[src/rtl/wave_pkg.sv]
// Shared definitions for the waveform capture/display RAM path.
package wave_pkg;

  localparam int unsigned ADDR_W               = 9;
  localparam int unsigned DATA_W               = 8;
  localparam int unsigned STARVE_LIMIT_DEFAULT = 4;

  // Ping-pong ownership FSM: capture fills one half, display reads the other.
  typedef enum logic [1:0] {
    ST_CAPTURE = 2'd0,
    ST_PENDING = 2'd1,
    ST_SWAP    = 2'd2
  } swap_state_t;

  // Buffer half selected by an address (MSB of {half, index}).
  function automatic logic addr_half(input logic [ADDR_W-1:0] addr);
    return addr[ADDR_W-1];
  endfunction

endpackage

[src/rtl/wave_wr_hold.sv]
// One-deep write holding register with a saturating starvation counter.
module wave_wr_hold
  import wave_pkg::*;
#(
  parameter int unsigned STARVE_LIMIT = STARVE_LIMIT_DEFAULT
) (
  input  logic              clk,
  input  logic              reset_n,
  input  logic              load,
  input  logic [ADDR_W-1:0] load_addr,
  input  logic [DATA_W-1:0] load_data,
  input  logic              issue,
  output logic              valid,
  output logic [ADDR_W-1:0] addr,
  output logic [DATA_W-1:0] data,
  output logic              starved
);

  localparam int unsigned CNT_W = (STARVE_LIMIT > 0) ? $clog2(STARVE_LIMIT + 1) : 1;
  localparam logic [CNT_W-1:0] LIMIT = CNT_W'(STARVE_LIMIT);

  logic [CNT_W-1:0] wait_cnt;

  // Holding slot: a load in the same cycle as the issue refills it rather than emptying it.
  always_ff @(posedge clk or negedge reset_n) begin
    if (!reset_n) begin
      valid <= 1'b0;
      addr  <= '0;
      data  <= '0;
    end else if (load) begin
      valid <= 1'b1;
      addr  <= load_addr;
      data  <= load_data;
    end else if (issue) begin
      valid <= 1'b0;
    end
  end

  // Count consecutive lost arbitrations of the held write, saturating at the limit.
  always_ff @(posedge clk or negedge reset_n) begin
    if (!reset_n) begin
      wait_cnt <= '0;
    end else if (issue || !valid) begin
      wait_cnt <= '0;
    end else if (wait_cnt != LIMIT) begin
      wait_cnt <= wait_cnt + CNT_W'(1);
    end
  end

  // Held write has waited long enough to pre-empt reads.
  always_comb begin
    starved = valid && (wait_cnt == LIMIT);
  end

endmodule

[src/rtl/wave_ram_arbiter.sv]
// Single-port waveform RAM arbiter: capture writes vs display reads,
// plus ping-pong half ownership swap.
module wave_ram_arbiter
  import wave_pkg::*;
#(
  parameter int unsigned STARVE_LIMIT = STARVE_LIMIT_DEFAULT
) (
  input  logic              clk,
  input  logic              reset_n,
  input  logic              wr_req,
  input  logic [ADDR_W-1:0] wr_addr,
  input  logic [DATA_W-1:0] wr_data,
  input  logic              rd_req,
  input  logic [ADDR_W-1:0] rd_addr,
  input  logic              capture_done,
  input  logic              frame_done,
  output logic [ADDR_W-1:0] ram_addr,
  output logic              ram_we,
  output logic [DATA_W-1:0] ram_din,
  input  logic [DATA_W-1:0] ram_dout,
  output logic              rd_grant,
  output logic              rd_valid,
  output logic [DATA_W-1:0] rd_data,
  output logic              read_index,
  output logic              display_idle,
  output logic              wr_overflow,
  output logic              wr_misaddr
);

  logic              hold_valid;
  logic [ADDR_W-1:0] hold_addr;
  logic [DATA_W-1:0] hold_data;
  logic              hold_starved;
  logic              wr_win;
  logic              rd_win;
  logic              misaddr_hit;
  logic              overflow_hit;
  logic              accept;
  logic              toggle;
  swap_state_t       state;
  swap_state_t       state_nxt;

  wave_wr_hold #(
    .STARVE_LIMIT(STARVE_LIMIT)
  ) u_hold (
    .clk      (clk),
    .reset_n  (reset_n),
    .load     (accept),
    .load_addr(wr_addr),
    .load_data(wr_data),
    .issue    (wr_win),
    .valid    (hold_valid),
    .addr     (hold_addr),
    .data     (hold_data),
    .starved  (hold_starved)
  );

  // Arbitration: starved write, then read, then any held write; outputs forced idle in reset.
  always_comb begin
    wr_win   = hold_valid && (hold_starved || !rd_req);
    rd_win   = rd_req && !wr_win;
    ram_we   = wr_win && reset_n;
    rd_grant = rd_win && reset_n;
    ram_addr = wr_win ? hold_addr : rd_addr;
    ram_din  = hold_data;
    rd_data  = ram_dout;
  end

  // Write intake: reject writes into the displayed half or into an occupied, non-draining slot.
  always_comb begin
    misaddr_hit  = wr_req && (addr_half(wr_addr) == read_index);
    overflow_hit = wr_req && hold_valid && !wr_win;
    accept       = wr_req && !misaddr_hit && !overflow_hit;
  end

  // Swap FSM next state; the toggle cycle is also the one-cycle display_idle pulse.
  always_comb begin
    state_nxt = state;
    toggle    = 1'b0;
    case (state)
      ST_CAPTURE: if (capture_done) state_nxt = ST_PENDING;
      ST_PENDING: if (frame_done)   state_nxt = ST_SWAP;
      ST_SWAP: begin
        if (!hold_valid) begin
          toggle    = 1'b1;
          state_nxt = ST_CAPTURE;
        end
      end
      default: state_nxt = ST_CAPTURE;
    endcase
    display_idle = toggle;
  end

  // FSM state and display-owned half.
  always_ff @(posedge clk or negedge reset_n) begin
    if (!reset_n) begin
      state      <= ST_CAPTURE;
      read_index <= 1'b0;
    end else begin
      state <= state_nxt;
      if (toggle) read_index <= ~read_index;
    end
  end

  // Read-valid pipeline and sticky error flags.
  always_ff @(posedge clk or negedge reset_n) begin
    if (!reset_n) begin
      rd_valid    <= 1'b0;
      wr_overflow <= 1'b0;
      wr_misaddr  <= 1'b0;
    end else begin
      rd_valid <= rd_win;
      if (overflow_hit) wr_overflow <= 1'b1;
      if (misaddr_hit)  wr_misaddr  <= 1'b1;
    end
  end

endmodule

[config.mk]
export PLATFORM = sky130hd
export DESIGN_NAME = wave_ram_arbiter
export DESIGN_NICKNAME = d
export VERILOG_FILES = /design/src/rtl/wave_pkg.sv /design/src/rtl/wave_wr_hold.sv /design/src/rtl/wave_ram_arbiter.sv
export SDC_FILE = /design/constraint.sdc
export NUM_CORES = 1
export LEC_CHECK = 0
export ABC_AREA = 1
export CAP_MARGIN = 20
export CORE_UTILIZATION = 39
export CTS_CLUSTER_DIAMETER = 40
export DETAILED_ROUTE_END_ITERATION = 8
export GPL_TIMING_DRIVEN = 0
export PLACE_DENSITY = 0.79
export SLEW_MARGIN = 0
export SYNTH_ARGS = -nofsm -noshare
export SYNTH_HDL_FRONTEND = slang
export SYNTH_HIERARCHICAL = 1
export SYNTH_SLANG_ARGS = --single-unit
[constraint.sdc]
create_clock -name clk -period 2.25 [get_ports clk]
set_clock_uncertainty 0.2 [all_clocks]
set_input_delay 0.45 -clock clk [delete_from_list [all_inputs] [get_ports clk]]
set_output_delay 0.45 -clock clk [all_outputs]
set_load 0.01 [all_outputs]
After elaboration in Yosys (flattened, before gate mapping)
Index checks and enable logic that the tools add are counted.
{"block": "classes", "addsub": 1, "mul": 0, "div": 0, "order_cmp": 0, "eq_ne": 8, "shift": 0, "muxes": 11, "n_bitwise": 1, "n_reduce_logical": 21}
{"op": "$logic_and 1x1->1", "count": 10}
{"op": "$mux 9", "count": 1}
{"op": "$mux 2", "count": 3}
{"op": "$mux 3", "count": 2}
{"op": "$ne 2x2->1 const B", "count": 3}
{"op": "$pmux 2 s3", "count": 1}
{"op": "$logic_not 1->1", "count": 5}
{"op": "$mux 1", "count": 4}
{"op": "$reduce_bool 2->1", "count": 2}
{"op": "$add 3x1->3 const B", "count": 1}
{"op": "$eq 3x3->1 const B", "count": 1}
{"op": "$ne 3x3->1 const B", "count": 1}
{"op": "$reduce_and 3->1", "count": 1}
{"op": "$eq 2x1->1 const B", "count": 1}
{"op": "$eq 2x2->1 const B", "count": 1}
{"op": "$logic_not 2->1", "count": 1}
{"op": "$logic_or 1x1->1", "count": 2}
{"op": "$eq 1x1->1", "count": 1}
{"op": "$not 1->1", "count": 1}
{"block": "totals", "regBits": 27, "latch_bits": 0, "ram_bits": 0, "mem_bits_ro": 0, "in_bits": 40, "out_inout_bits": 32, "memories": 0}

Longest topological paths before layout
Gate-level depths: netlist of run 1.
{"block": "logic_depth", "ltp_word": 9, "mapped_depth": 13, "mapped_depth_nobuf": 11}

By module
Netlist of run 1, hierarchy kept.
{"mod": "wave_wr_hold", "n_inst": 1, "cells_each": 102, "area_per_inst_um2": 892.1, "seq_area_each_um2": 525.5}
{"mod": "wave_ram_arbiter", "n_inst": 1, "cells_each": 83, "area_per_inst_um2": 511.7, "seq_area_each_um2": 150.1}

Worst setup path before layout of run 1
OpenSTA, ideal clock, no wires.
{"block": "synth_path", "kind": "register -> output", "startpoint": "register u_hold.wait_cnt[0]", "endpoint": "output port ram_we", "t_arrival_ns": 1.319, "t_required_ns": 1.600, "slack_ns": 0.281, "path_stages_with_launch": 10, "n_path_buf": 1, "path_cell_list": "dfrtp_1 -> inv_1 -> ha_1 -> nand2_1 -> nor2_1 -> inv_2 -> nand2_1 -> nand2_1 -> buf_6 -> nor2_1"}
{"block": "synth_via", "elab_chain_cells": 5}
{"item": "start: declaration", "line": "wave_wr_hold.sv:22", "source": "logic [CNT_W-1:0] wait_cnt;"}
{"item": "start signal: assignment", "line": "wave_wr_hold.sv:46", "source": "wait_cnt <= wait_cnt + CNT_W'(1);"}
{"item": "$eq 3x3->1", "line": "wave_wr_hold.sv:52", "source": "starved = valid && (wait_cnt == LIMIT);"}
{"item": "$logic_and 1x1->1", "line": "wave_wr_hold.sv:52"}
{"item": "net hold_starved", "line": "wave_ram_arbiter.sv:33", "source": "logic hold_starved;"}
{"item": "$logic_or 1x1->1", "line": "wave_ram_arbiter.sv:60", "source": "wr_win = hold_valid && (hold_starved || !rd_req);"}
{"item": "$logic_and 1x1->1", "line": "wave_ram_arbiter.sv:60"}
{"item": "$logic_and 1x1->1", "line": "wave_ram_arbiter.sv:62", "source": "ram_we = wr_win && reset_n;"}
{"item": "end: declaration", "line": "wave_ram_arbiter.sv:18", "source": "output logic ram_we,"}
The timed path passes the listed nets, and every way through them passes these cells.

Final worst setup path of run 1
{"block": "layout_path", "startpoint": "register u_hold.wait_cnt[0]", "endpoint": "output port ram_addr[7]"}
{"block": "layout_via", "elab_chain_cells": 5}
{"item": "$eq 3x3->1", "line": "wave_wr_hold.sv:52"}
{"item": "$logic_and 1x1->1", "line": "wave_wr_hold.sv:52"}
{"item": "net hold_starved", "line": "wave_ram_arbiter.sv:33"}
{"item": "$logic_or 1x1->1", "line": "wave_ram_arbiter.sv:60"}
{"item": "$logic_and 1x1->1", "line": "wave_ram_arbiter.sv:60"}
{"item": "$mux 9", "line": "wave_ram_arbiter.sv:64", "source": "ram_addr = wr_win ? hold_addr : rd_addr;"}
{"item": "end: declaration", "line": "wave_ram_arbiter.sv:17", "source": "output logic [ADDR_W-1:0] ram_addr,"}
The timed path passes the listed nets, and every way through them passes these cells.

==> impl_results.md, run 1 <==
- Synthesized Nets: 227
- Critical path peak fanout: 4
- Clock transition at path regs: roughly 0.15 ns
- Synth Register Bits: 27
- Failing checks: negative setup slack
- Vias in the first global route: 1,234
- Max cap viols: 0
- Fmax: approximately 420 MHz
- CTS Buf Count: 3
- Root Buffer: clkbuf_4
- Critical path data arrival time: 1.73 ns
- Final slew viol count: 0
- Worst endpoint required time: approximately 1.6 ns
- DRT iter0 DRCs: 39
- Overall routed net length: 3.508 mm
- Max H-tree Level: 1
- RSZ-0062 raised after global routing: true
- Starting density of the core: around two fifths
- Setup TNS: -1.111 ns
- Post-synth cell types: 16
- CTS sink cnt: 27
- Final Hold Viols: 0
- Core area: approximately 0.0034 mm2
- Pleak: between 1 and 1.5 nW
- Initial antenna violation count: 0
- DRC viols: 0
- First-pass GRT wire length: between 5 and 6 mm
- Status: finished, violations left
- Fin nets: between 300 and 400
- Register area share after synthesis: between 40% and 50%
- Top Ports: ~70
- Fin crit period: around 2.4 ns
- Via count: 1,402
- Worst Hold Depth: 2
- Final std cells w/o fill: around 320
- Tot GR Track Use: a little under a fifth
- # diodes: 0
- GR Overflow Total: 0
- Worst-case reg-to-reg path depth: 15
- Mapped cell area: approximately 0.0014 mm2
- Share of post-route cells with drive strength above 1: a little over a quarter
- Worst slew pin tran: about 0.67 ns
- Commonest non-fill, non-tap cell in the layout: nand2_1
- Die width: between 60 and 70 um
- HPWL Detailed: approximately 2.3 mm
- Startpoint Class: register
- Synth warn: 6
- P per Cell Area: just over 900 mW/mm2
- Slew Limit Headroom: between 50% and 60%
- Max Root-Sink Buffers: 2
- Hold WC Path Type: reg2reg
- Antenna-violating nets left: 0
- Setup CP Type: reg2out
- Most frequent cells in the layout: nand2_1 (82), clkdlybuf4s50_1 (50), dfrtp_1 (26)
- DRT Pass-1 Iters: 4
- Gate Count Post-Synth: 185
- CTS tree: yes
- Post-Place Cells: a little under 300
- Largest net degree at the start of global routing: 16
- Row cnt: 21
- Worst vdd ir: between 0.5 and 0.6 mV
- Die height: slightly above 60 um
- Routed WL per cell: roughly 11 um
- Area Overhead vs Synth: 70.14%
- Fin worst setup slack: -0.1261 ns
- PortBufs: 63
- Via density: 4.368
- Die area: approximately 0.0038 mm2
- GPL Wtd Cong: just over 0.7
- Fin crit share: 105.6%
- Worst-Skew Late Latency: between 0.3 and 0.4 ns
- # setup viols final: 10
- Setup crit end kind: primary output
- Mean Syn Cell Area: about 7.6 um2
-- synthesized netlist by cell type --
library cell / instances / area share [%]
a21boi_0: 1 / 0.53
buf_4: 10 / 5.3
buf_6: 2 / 1.6
buf_8: 1 / 1.1
clkbuf_8: 1 / 0.98
dfrtp_1: 27 / 48
ha_1: 2 / 1.8
inv_1: 17 / 4.5
inv_2: 1 / 0.27
inv_8: 1 / 0.80
nand2_1: 91 / 24
nand2_2: 3 / 1.3
nand3_1: 16 / 5.7
nor2_1: 10 / 2.7
o21ai_0: 1 / 0.36
o21bai_1: 1 / 0.53
-- what timing repair did --
item / 4_1_cts / 5_1_grt
resized for setup: 69 / 13
cloned: 2 / 0
endpoints found under the hold margin: 12 / 0
hold buffers: 2 / 0
pin swaps: 7 / 2
endpoints found under the setup margin: 11 / 12
setup buffers: 11 / 7
-- cells by family (layout without fill, tap and decap cells) --
logic type	Yosys count	count (layout)	share of synthesized area, %
DFF	27	27	48.13
adders and majority gates	2	2	1.782
buffers and inverters	33	123	14.62
AOI/OAI and AO/OA	3	3	1.426
and+or+nand+nor	120	120	34.05
-- layout make-up --
class,instances,area (um2)
buffer,14,130.1
clock buffer,4,26.28
fill,277,1001
sequential,27,676.9
tap,46,57.56
timing repair buffer,86,817.0
inverter,19,78.83
multi-input combinational,125,601.8
-- power by group --
group	total, mW	internal [mW]	switching (mW)
clock network	0.211	0.0694	0.142
logic	1.20	0.625	0.572
registers	0.812	0.682	0.130
total	2.22	1.38	0.844
-- path summary, 6_finish.rpt --
kind,startpoint,to,slack (ns)
worst min register to register,u_hold/data[3],u_hold/data[3],0.29
min in group asynchronous,reset_n,state[1],0.58
worst min-delay path,u_hold/data[3],u_hold/data[3],0.29
max in group asynchronous,reset_n,u_hold/valid,0.66
worst max-delay path,u_hold/wait_cnt[0],ram_addr[7],-0.13
worst max register to register,u_hold/wait_cnt[0],u_hold/addr[2],0.14
-- per-layer routing --
metal | part of all wire, % | vias to the layer above | track usage (%)
li1 | - | 728 | -
met1 | 42 | 637 | 21.42
met2 | 52 | 35 | 34.50
met3 | 5.2 | 2 | 2.692
met4 | 0.54 | 0 | 4.762
met5 | 0 | - | 0
-- sequential cells by signal, indices dropped and copies added, names as in the netlist --
signal,cells
rd_valid,1
read_index,1
state,2
u_hold/addr,9
u_hold/data,8
u_hold/valid,1
u_hold/wait_cnt,3
wr_misaddr,1
wr_overflow,1
-- critical path, stage by stage, from the launching register on --
cell and delay [ns]:
dfrtp_1 0.42, inv_2 0.09, ha_4 0.15, nand2_4 0.06, nor2_4 0.11, inv_2 0.06, nand2_4 0.09, buf_6 0.11
buf_12 0.09, nand3_1 0.06, nand2_1 0.06, buf_2 0.12
-- through the flow --
step	area (um2)	utilization [%]	setup WS, ns	power, mW	hold WS, ns
4_1_cts	2287	67.48	-0.1182	2.121	0.2908
5_1_grt	2389	70.47	-0.2349	2.409	0.3151
2_1_floorplan	1404	-	0.2812	1.358	-0.04559
3_5_place_dp	2120	62.53	-0.7136	1.829	0.2530
6_report	2389	70.47	-0.1261	2.220	0.2860
3_3_place_gp	2092	61.72	-0.9914	1.804	0.2527
Power figures use the tool's default switching activity.
==> inputs of run 2 (changes only) <==
--- a/config.mk
+++ b/config.mk
@@ -12,6 +12,7 @@
 export DETAILED_ROUTE_END_ITERATION = 8
 export GPL_TIMING_DRIVEN = 0
 export PLACE_DENSITY = 0.79
+export REMOVE_ABC_BUFFERS = 1
 export SLEW_MARGIN = 0
 export SYNTH_ARGS = -nofsm -noshare
 export SYNTH_HDL_FRONTEND = slang
==> run 2 against run 1 <==
The run still ends with negative setup slack left. Cell count fell by 9.0%. Design area shrank 11%. Combinational power fell by 7%. First-iteration DRC count shrank 26%. Power shrank 3.9%. Setup slack gained 0.045 ns. Via count decreased by 3.6%. Wire length fell by 3.2%. Critical path depth shrank 1. Sequential power is 0.9% lower. Hold slack got worse by 0.17 ns. Global-route usage up 0.68 points.
==> impl_results.md, run 2 (synthesized netlist as in run 1, its figures left out) <==
- Slew Limit Headroom: between 60% and 70%
- Startpoint Class: register
- Pre-CTS setup slack: -0.7989 ns
- First-pass GRT wire length: between 5 and 6 mm
- Top Ports: 72
- Largest net degree at the start of global routing: 22
- Worst endpoint required time: 1.60 ns
- Pleak: roughly 1.1 nW
- Fin crit share: 103.6%
- Final slew viol count: 0
- Worst-path cell chain: inv_2 -> ha_4 -> nand2_4 -> nor2_4 -> inv_4 -> nand2_8 -> nand2_8 -> nand2_2 -> nand2_1 -> buf_2
- Worst-Skew Late Latency: about 0.33 ns
- PortBufs: 55
- Fin worst setup slack: -0.08149 ns
- Critical path peak fanout: 7
- Status: finished, violations left
- CTS tree: yes
- Row cnt: 21
- Max Root-Sink Buffers: 2
- Vias in the first global route: approximately 1,300
- GR Overflow Total: 0
- Hold slack: 0.1208 ns
- Via density: 4.630
- Antenna-violating nets left: 0
- Worst slew pin tran: between 0.5 and 0.6 ns
- Worst vdd ir: 0.4695 mV
- Clock transition at path regs: 0.14 ns
- Failing checks: negative setup slack
- Fin crit period: about 2.3 ns
- Max H-tree Level: 1
- Final Hold Viols: 0
- HPWL Detailed: ~2.2 mm
- Max cap viols: 0
- Biggest cell delay along the critical path: around 0.43 ns
- CTS sink cnt: 27
- Routed WL per cell: between 10 and 15 um
- Hold WC Path Type: in2async
- Root Buffer: clkbuf_4
- Largest registers: u_hold/addr x9, u_hold/data x8, u_hold/wait_cnt x3
- Worst path slowest cell: dfrtp_1
- Commonest non-fill, non-tap cell in the layout: nand2_1
- Critical path buffers and inverters: 3
- # setup viols final: 10
- DRT iter0 DRCs: 29
- Die area: 0.003843 mm2
- Starting density of the core: around two fifths
- Overall routed net length: about 3.4 mm
- Die height: roughly 62 um
- Most frequent CP cell: nand2_8
- GPL Wtd Cong: roughly 0.83
- Largest register FFs: 9
- Initial antenna violation count: 0
- # diodes: 0
- Via count: approximately 1,400
- Setup CP Type: reg2out
- Die width: between 60 and 70 um
- RSZ-0062 raised after global routing: true
- Fmax: ~430 MHz
- Setup crit end kind: primary output
- Tot GR Track Use: between 10% and 20%
- P per Cell Area: approximately 1000 mW/mm2
- Most frequent cells in the layout: nand2_1 (78), clkdlybuf4s50_1 (41), dfrtp_1 (26)
- Core area: approximately 0.0034 mm2
- Fin nets: approximately 290
- CTS Buf Count: 3
- CP top delay family: simple AND/OR/NAND/NOR gates
- Share of post-route cells with drive strength above 1: approximately 22%
- Setup TNS: -0.6850 ns
- DRT Pass-1 Iters: 4
- DRC viols: 0
- Most flops, register: u_hold/addr
- Area Overhead vs Synth: 50.89%
- Critical path data arrival time: approximately 1.7 ns
-- run 2: changes by cell type in the layout (fill, tap and decap cells not counted), sizes merged --
cell / before / now
buf: 45 / 24
clkdlybuf4s50: 50 / 41
dlygate4sd2: 0 / 3
nand2: 94 / 96
clkbuf: 5 / 4
clkdlybuf4s15: 1 / 0
dlygate4sd3: 2 / 1
dlymetal6s2s: 1 / 0
-- run 2: where the power goes --
group          switching (mW)  internal [mW]  leakage (nW)
Combinational           0.579          0.531         0.768
Clock                   0.148         0.0698        0.0150
Sequential              0.123          0.681         0.328
-- run 2: through the flow --
step | area (um2) | utilization, % | instances | power [mW]
global route | 2118 | 62.50 | 292 | 2.317
detailed placement | 1921 | 56.66 | 274 | 1.743
CTS | 2082 | 61.42 | 289 | 2.091
finish | 2118 | 62.50 | 292 | 2.133
global placement | 1886 | 55.63 | 272 | 1.710
floorplan | 1277 | - | 171 | 1.281
-- run 2: area by class of cell --
| cell class | count | area, um2 |
|---|---|---|
| Fill cell | 292 | 1271 |
| Tap cell | 46 | 57.56 |
| Clock buffer | 4 | 26.28 |
| Inverter | 19 | 81.33 |
| Timing Repair Buffer | 69 | 625.6 |
| Multi-Input combinational cell | 127 | 650.6 |
| Sequential cell | 27 | 676.9 |
-- run 2: what timing repair did --
item,in CTS,in global routing
hold endpoints to repair,7,0
setup buffers,8,3
hold buffers,1,0
gates resized for setup,76,4
endpoints found under the setup margin,33,21
pin swaps,5,7
cloned,2,0
-- run 2: path summary, 6_finish.rpt --
check / from / to / slack (ns) / depth (start not counted)
max in group asynchronous: reset_n / u_hold/addr[6] / 0.93 / 2
worst min-delay path: reset_n / rd_valid / 0.12 / 2
worst min register to register: wr_misaddr / wr_misaddr / 0.28 / 2
min in group clk: wr_misaddr / wr_misaddr / 0.28 / 2
worst max register to register: u_hold/wait_cnt[0] / u_hold/data[0] / 0.14 / 11
worst max-delay path: u_hold/wait_cnt[0] / ram_addr[7] / -0.08 / 10
-- run 2: per-layer routing --
metal	up-vias	part of all wire (%)	GRT usage [%]
li1	677	-	-
met2	57	50	33.59
met5	-	0	0
met4	0	1.8	7.937
met3	6	7.6	5.590
met1	612	40	21.10
==> variant 1, RTL diff (config.mk and constraints of run 1) <==
Change the package constant `DATA_W` from 8 to 12.
--- a/src/rtl/wave_pkg.sv
+++ b/src/rtl/wave_pkg.sv
@@ -4,3 +4,3 @@
   localparam int unsigned ADDR_W               = 9;
-  localparam int unsigned DATA_W               = 8;
+  localparam int unsigned DATA_W               = 12;
   localparam int unsigned STARVE_LIMIT_DEFAULT = 4;
Ports: changed (resized ram_din, ram_dout, rd_data and wr_data); port bits go from 72 to 88. The function was not compared with the original's and may differ.
==> variant 1 against run 1 <==
The flow still finishes with violations (setup timing). Clock power increased by 87%. Critical path depth unchanged. Sequential cell count grew 4. Setup slack improved by 0.078 ns. Wire length up 18%. Design area rose by 16%. Hold slack got worse by 0.25 ns. Total power up 31%. First-iteration DRC count increased by 33%. Register-to-register slack improved by 0.12 ns. Via count rose by 14%. Synthesized area is 26% higher. Final cell count is 9.7% higher.
==> variant 1: results (changes against run 1) <==
TRITONCTS_BUFFER_COUNT=5  # +2
DRT-VIAS-PER-INSTANCE=4.551  # +4.2%
CLOCK_SINK_COUNT=31  # +15%
DESIGN.DIE.AREA_UM2=4813  # +25%
COMPOUND_GATE_PORTION_OF_THE_SYNTHESIZED_AREA_PCT=1.131  # -0.30 points
PLACER_CONGESTION_ESTIMATE=0.7532  # +4.9%
WORSTSETUPENDPOINT='ram_addr[5]'
POSTLAYOUTSETUPSLACKWORST_NS=-0.04825  # +0.07790 ns
IR_WORST_VDD_uV=519.8  # -7.5%
STATUS='finished, violations left'
SEQPWRFRAC_PCT=35.9  # -0.7 points
DETAIL_ROUTE.WL_PER_CELL_UM=11.77  # +7.7%
GROUTE.USAGE.OVERALL_PCT=18.72  # +0.44 points
MULTI_INPUT_COMB_AREA_UM2=822.0  # +37%
GRT.MET3_USAGE_PCT=6.686  # +4.0 points
SYNTH.NET_COUNT=257  # +13%
WL_MET1_UM=1645  # +11%
VIOLATIONS_IN_THE_FINAL_REPORTS='setup timing'
SETUP_VIOL=11  # +1
LAYOUT.COMB_GATES.MULTI_INPUT=137  # +9.6%
POST_ROUTE_CELLS_DRIVE_ABOVE_1_SHARE_PCT=36.67  # +10 points
PORTBUFFERS=75  # +19%
PLACE_WS_NS=-0.3254  # +0.3881 ns
FF_LATCH_AREA_UM2=777.0  # +15%
CTS_REPAIR_RESIZE_COUNT=65  # -5.8%
TOTALNEGATIVESETUPSLACK_NS=-0.4166  # +0.6939 ns
NONCLKBUFAREAFRAC_PCT=34.86  # -4.8 points
CLOCK_BUFFER_COUNT=6  # +2
NONCLOCKBUFFERCOUNT=106  # +6.0%
CTS.REPORTEDPATHS.CLKPINSLEW_NS=0.06  # -0.09 ns
PLACEMENT_CELL_AREA_UM2=2581  # +22%
NUM-NONCLK-INVERTERS=20  # +1
STATIC-LEAKAGE-POWER_nW=1.420  # +12%
CP.ARRIVAL_NS=1.65  # -0.08 ns
CLOCK_NETWORK_LATENCY_TO_THE_LATER_PIN_OF_THE_WORST_SKEW_PAIR_NS=0.27  # -0.05 ns
R2R_SLACK_NS=0.26  # +0.12 ns
TIMING.MAX_SLEW.REL_SLACK_PCT=51.10  # -4.1 points
CRIT_FANOUT=5  # +1
SYNTH.TOP_CELLS.BY_AREA='sky130_fd_sc_hd__dfrtp_1, sky130_fd_sc_hd__nand2_1, sky130_fd_sc_hd__nand2_4'
GRT_MAX_DEGREE=34  # +18
TOTAL_VIA_COUNT_AFTER_DETAILED_ROUTING=1602  # +14%
POWER_DENSITY_nW_PER_UM2=1042  # +12%
MIN-DELAY-PATH-CLASS='in2async'
-- variant 1: cell types whose count changed after synthesis --
cell | run 1 | this run
sky130_fd_sc_hd__nand2_1 | 91 | 68
sky130_fd_sc_hd__nand2_4 | 0 | 19
sky130_fd_sc_hd__nand2_2 | 3 | 19
sky130_fd_sc_hd__buf_4 | 10 | 15
sky130_fd_sc_hd__dfrtp_1 | 27 | 31
sky130_fd_sc_hd__inv_2 | 1 | 5
sky130_fd_sc_hd__buf_12 | 0 | 2
sky130_fd_sc_hd__inv_1 | 17 | 15
sky130_fd_sc_hd__buf_2 | 0 | 1
sky130_fd_sc_hd__buf_6 | 2 | 1
sky130_fd_sc_hd__buf_8 | 1 | 0
sky130_fd_sc_hd__clkbuf_8 | 1 | 0
sky130_fd_sc_hd__inv_8 | 1 | 0
-- variant 1: critical path, stage by stage, from the launching register on --
cell and delay, ns:
sky130_fd_sc_hd__dfrtp_1 0.40, sky130_fd_sc_hd__inv_2 0.09, sky130_fd_sc_hd__ha_4 0.15, sky130_fd_sc_hd__nand2_4 0.06, sky130_fd_sc_hd__nor2_4 0.11, sky130_fd_sc_hd__inv_2 0.06
sky130_fd_sc_hd__nand2_4 0.08, sky130_fd_sc_hd__nand2_4 0.06, sky130_fd_sc_hd__buf_6 0.14, sky130_fd_sc_hd__nand2_2 0.05, sky130_fd_sc_hd__nand2_1 0.04, sky130_fd_sc_hd__buf_2 0.13
-- variant 1: worst min-delay path by stage --
stage,startpoint,endpoint,slack [ns],cells past startpoint
6_report,reset_n,wr_overflow,0.03,1
5_1_grt,reset_n,state[0],0.09,1
4_1_cts,reset_n,wr_overflow,0.06,1
3_5_place_dp,wr_misaddr,wr_misaddr,0.26,2
3_3_place_gp,wr_misaddr,wr_misaddr,0.25,2
2_1_floorplan,reset_n,rd_valid,-0.05,0
==> variant 2, RTL diff (settings of run 1) <==
Made on the original files. Put one more register stage on the output `wr_overflow`, with the module's reset. The value now appears one clock later. The other outputs are not delayed to match.
--- a/src/rtl/wave_ram_arbiter.sv
+++ b/src/rtl/wave_ram_arbiter.sv
@@ -28,2 +28,4 @@
 );
+
+  logic wr_overflow_s0;
 
@@ -108,3 +110,3 @@
       rd_valid    <= 1'b0;
-      wr_overflow <= 1'b0;
+      wr_overflow_s0 <= 1'b0;
       wr_misaddr  <= 1'b0;
@@ -112,4 +114,12 @@
       rd_valid <= rd_win;
-      if (overflow_hit) wr_overflow <= 1'b1;
+      if (overflow_hit) wr_overflow_s0 <= 1'b1;
       if (misaddr_hit)  wr_misaddr  <= 1'b1;
+    end
+  end
+
+  always_ff @(posedge clk or negedge reset_n) begin
+    if (!reset_n) begin
+      wr_overflow <= '0;
+    end else begin
+      wr_overflow <= wr_overflow_s0;
     end
Behaviour: not the same (a bounded check fails within 4 cycles, from zero or initial values and one cycle with reset_n low).
==> variant 2 against run 1 <==
The run still ends with setup timing left. Synthesized area is 1.8% higher. Sequential cell count up 1. Largest cell class unchanged. Total power shrank 0.48%. Setup slack lost 0.0016 ns. Critical path type unchanged. Final cell count down 1.2%. Critical endpoint is now ram_addr[8]. Utilization decreased by 1.8 points. Sequential power increased by 3.1%. Wire length grew 0.46%. Design area decreased by 1.8%. Die area is 1.7% higher. Hold slack got worse by 0.089 ns.
==> variant 2: results (changes against run 1) <==
WORSTSETUPENDPOINT='ram_addr[8]'
CLOCK_BUFFER_COUNT=3  # -1
FIRST_PASS_GRT_WIRE_LENGTH_UM=6106  # +19%
AREA_GROWTH_SYN_TO_LAYOUT_PCT=64.19
SEQ-CELL-SHARE_PCT=29.92  # +1.6 points
TOTALNEGATIVESETUPSLACK_NS=-1.150  # -0.03987 ns
PLACE_WS_NS=-0.6025  # +0.1110 ns
MET3ROUTEDLENGTH_UM=253  # +38%
LAYOUT.CLOCK.CELL_AREA_SHARE_PCT=0.9600  # -0.14 points
N_FILL_CELL=293  # +5.8%
YS_SEQ_AREA_SHARE_PCT=49.04  # +0.91 points
GRTUSAGEMET2_PCT=33.97  # -0.53 points
DETAIL_ROUTE.WL_PER_CELL_UM=11.12  # +1.7%
DRT-VIAS-PER-INSTANCE=4.489  # +2.8%
FINAL_LAYOUT_WORST_HOLD_SLACK_NS=0.1974  # -0.08864 ns
POSTLAYOUTSETUPSLACKWORST_NS=-0.1277  # -0.001576 ns
VIA_COUNT_OF_THE_FIRST_GLOBAL_ROUTING_PASS=1390  # +13%
POST_ROUTE_CELLS_DRIVE_ABOVE_1_SHARE_PCT=25.09  # -1.5 points
SYNTH.NET_COUNT=228  # +0.44%
GRT.MET3_USAGE_PCT=4.197  # +1.5 points
SYNTH-SEQ-CELLS=28  # +3.7%
PLACER_CONGESTION_ESTIMATE=0.7282  # +1.4%
DETAIL_ROUTE.WIRELENGTH_UM=3524  # +0.46%
STATIC-LEAKAGE-POWER_nW=1.248  # -1.8%
CTS_REPAIR_RESIZE_COUNT=66  # -4.3%
NONCLOCKBUFFERCOUNT=96  # -4.0%
SYNTH_ADDER_AREA_SHARE_PCT=1.751  # -0.031 points
DETAILED_PLACE_HPWL_UM=2377  # +3.4%
NONCLKBUFAREAFRAC_PCT=37.97  # -1.7 points
MULTI_INPUT_COMB_AREA_UM2=594.3  # -1.2%
IR_WORST_VDD_uV=454.0  # -19%
CRIT_FANOUT=3  # -1
DETAILEDROUTE.FIRSTITERATIONVIOLATIONS=42  # +7.7%
SETUP_VIOL=10  # unchanged
STATUS='finished, violations left'
VIOLATIONS_IN_THE_FINAL_REPORTS='setup timing'
R2R_END='u_hold/addr[3]'
variant 2: power groups by stage:
| stage | clock [W] | sequential, W | combinational (W) |
|---|---|---|---|
| 6_report | 0.000202 | 0.000837 | 0.00117 |
| 5_1_grt | 0.000230 | 0.000862 | 0.00131 |
| 4_1_cts | 0.000213 | 0.000836 | 0.00109 |
| 3_5_place_dp | 0 | 0.000838 | 0.00102 |
| 3_3_place_gp | 0 | 0.000831 | 0.000994 |
| 2_1_floorplan | 0 | 0.000856 | 0.000521 |
variant 2: critical path: cells and delay by family, from the launching register on:
family | cells | cell delay (ns)
fa+ha+maj | 1 | 0.15
buf+inv | 4 | 0.41
flops | 1 | 0.42
simple gates | 6 | 0.42
variant 2: worst min-delay path by stage:
stage                       end  cells after the start
finish              wr_overflow                      0
global route        wr_overflow                      0
CTS                 wr_overflow                      0
detailed placement  wr_overflow                      0
global placement    wr_overflow                      0
floorplan              rd_valid                      0
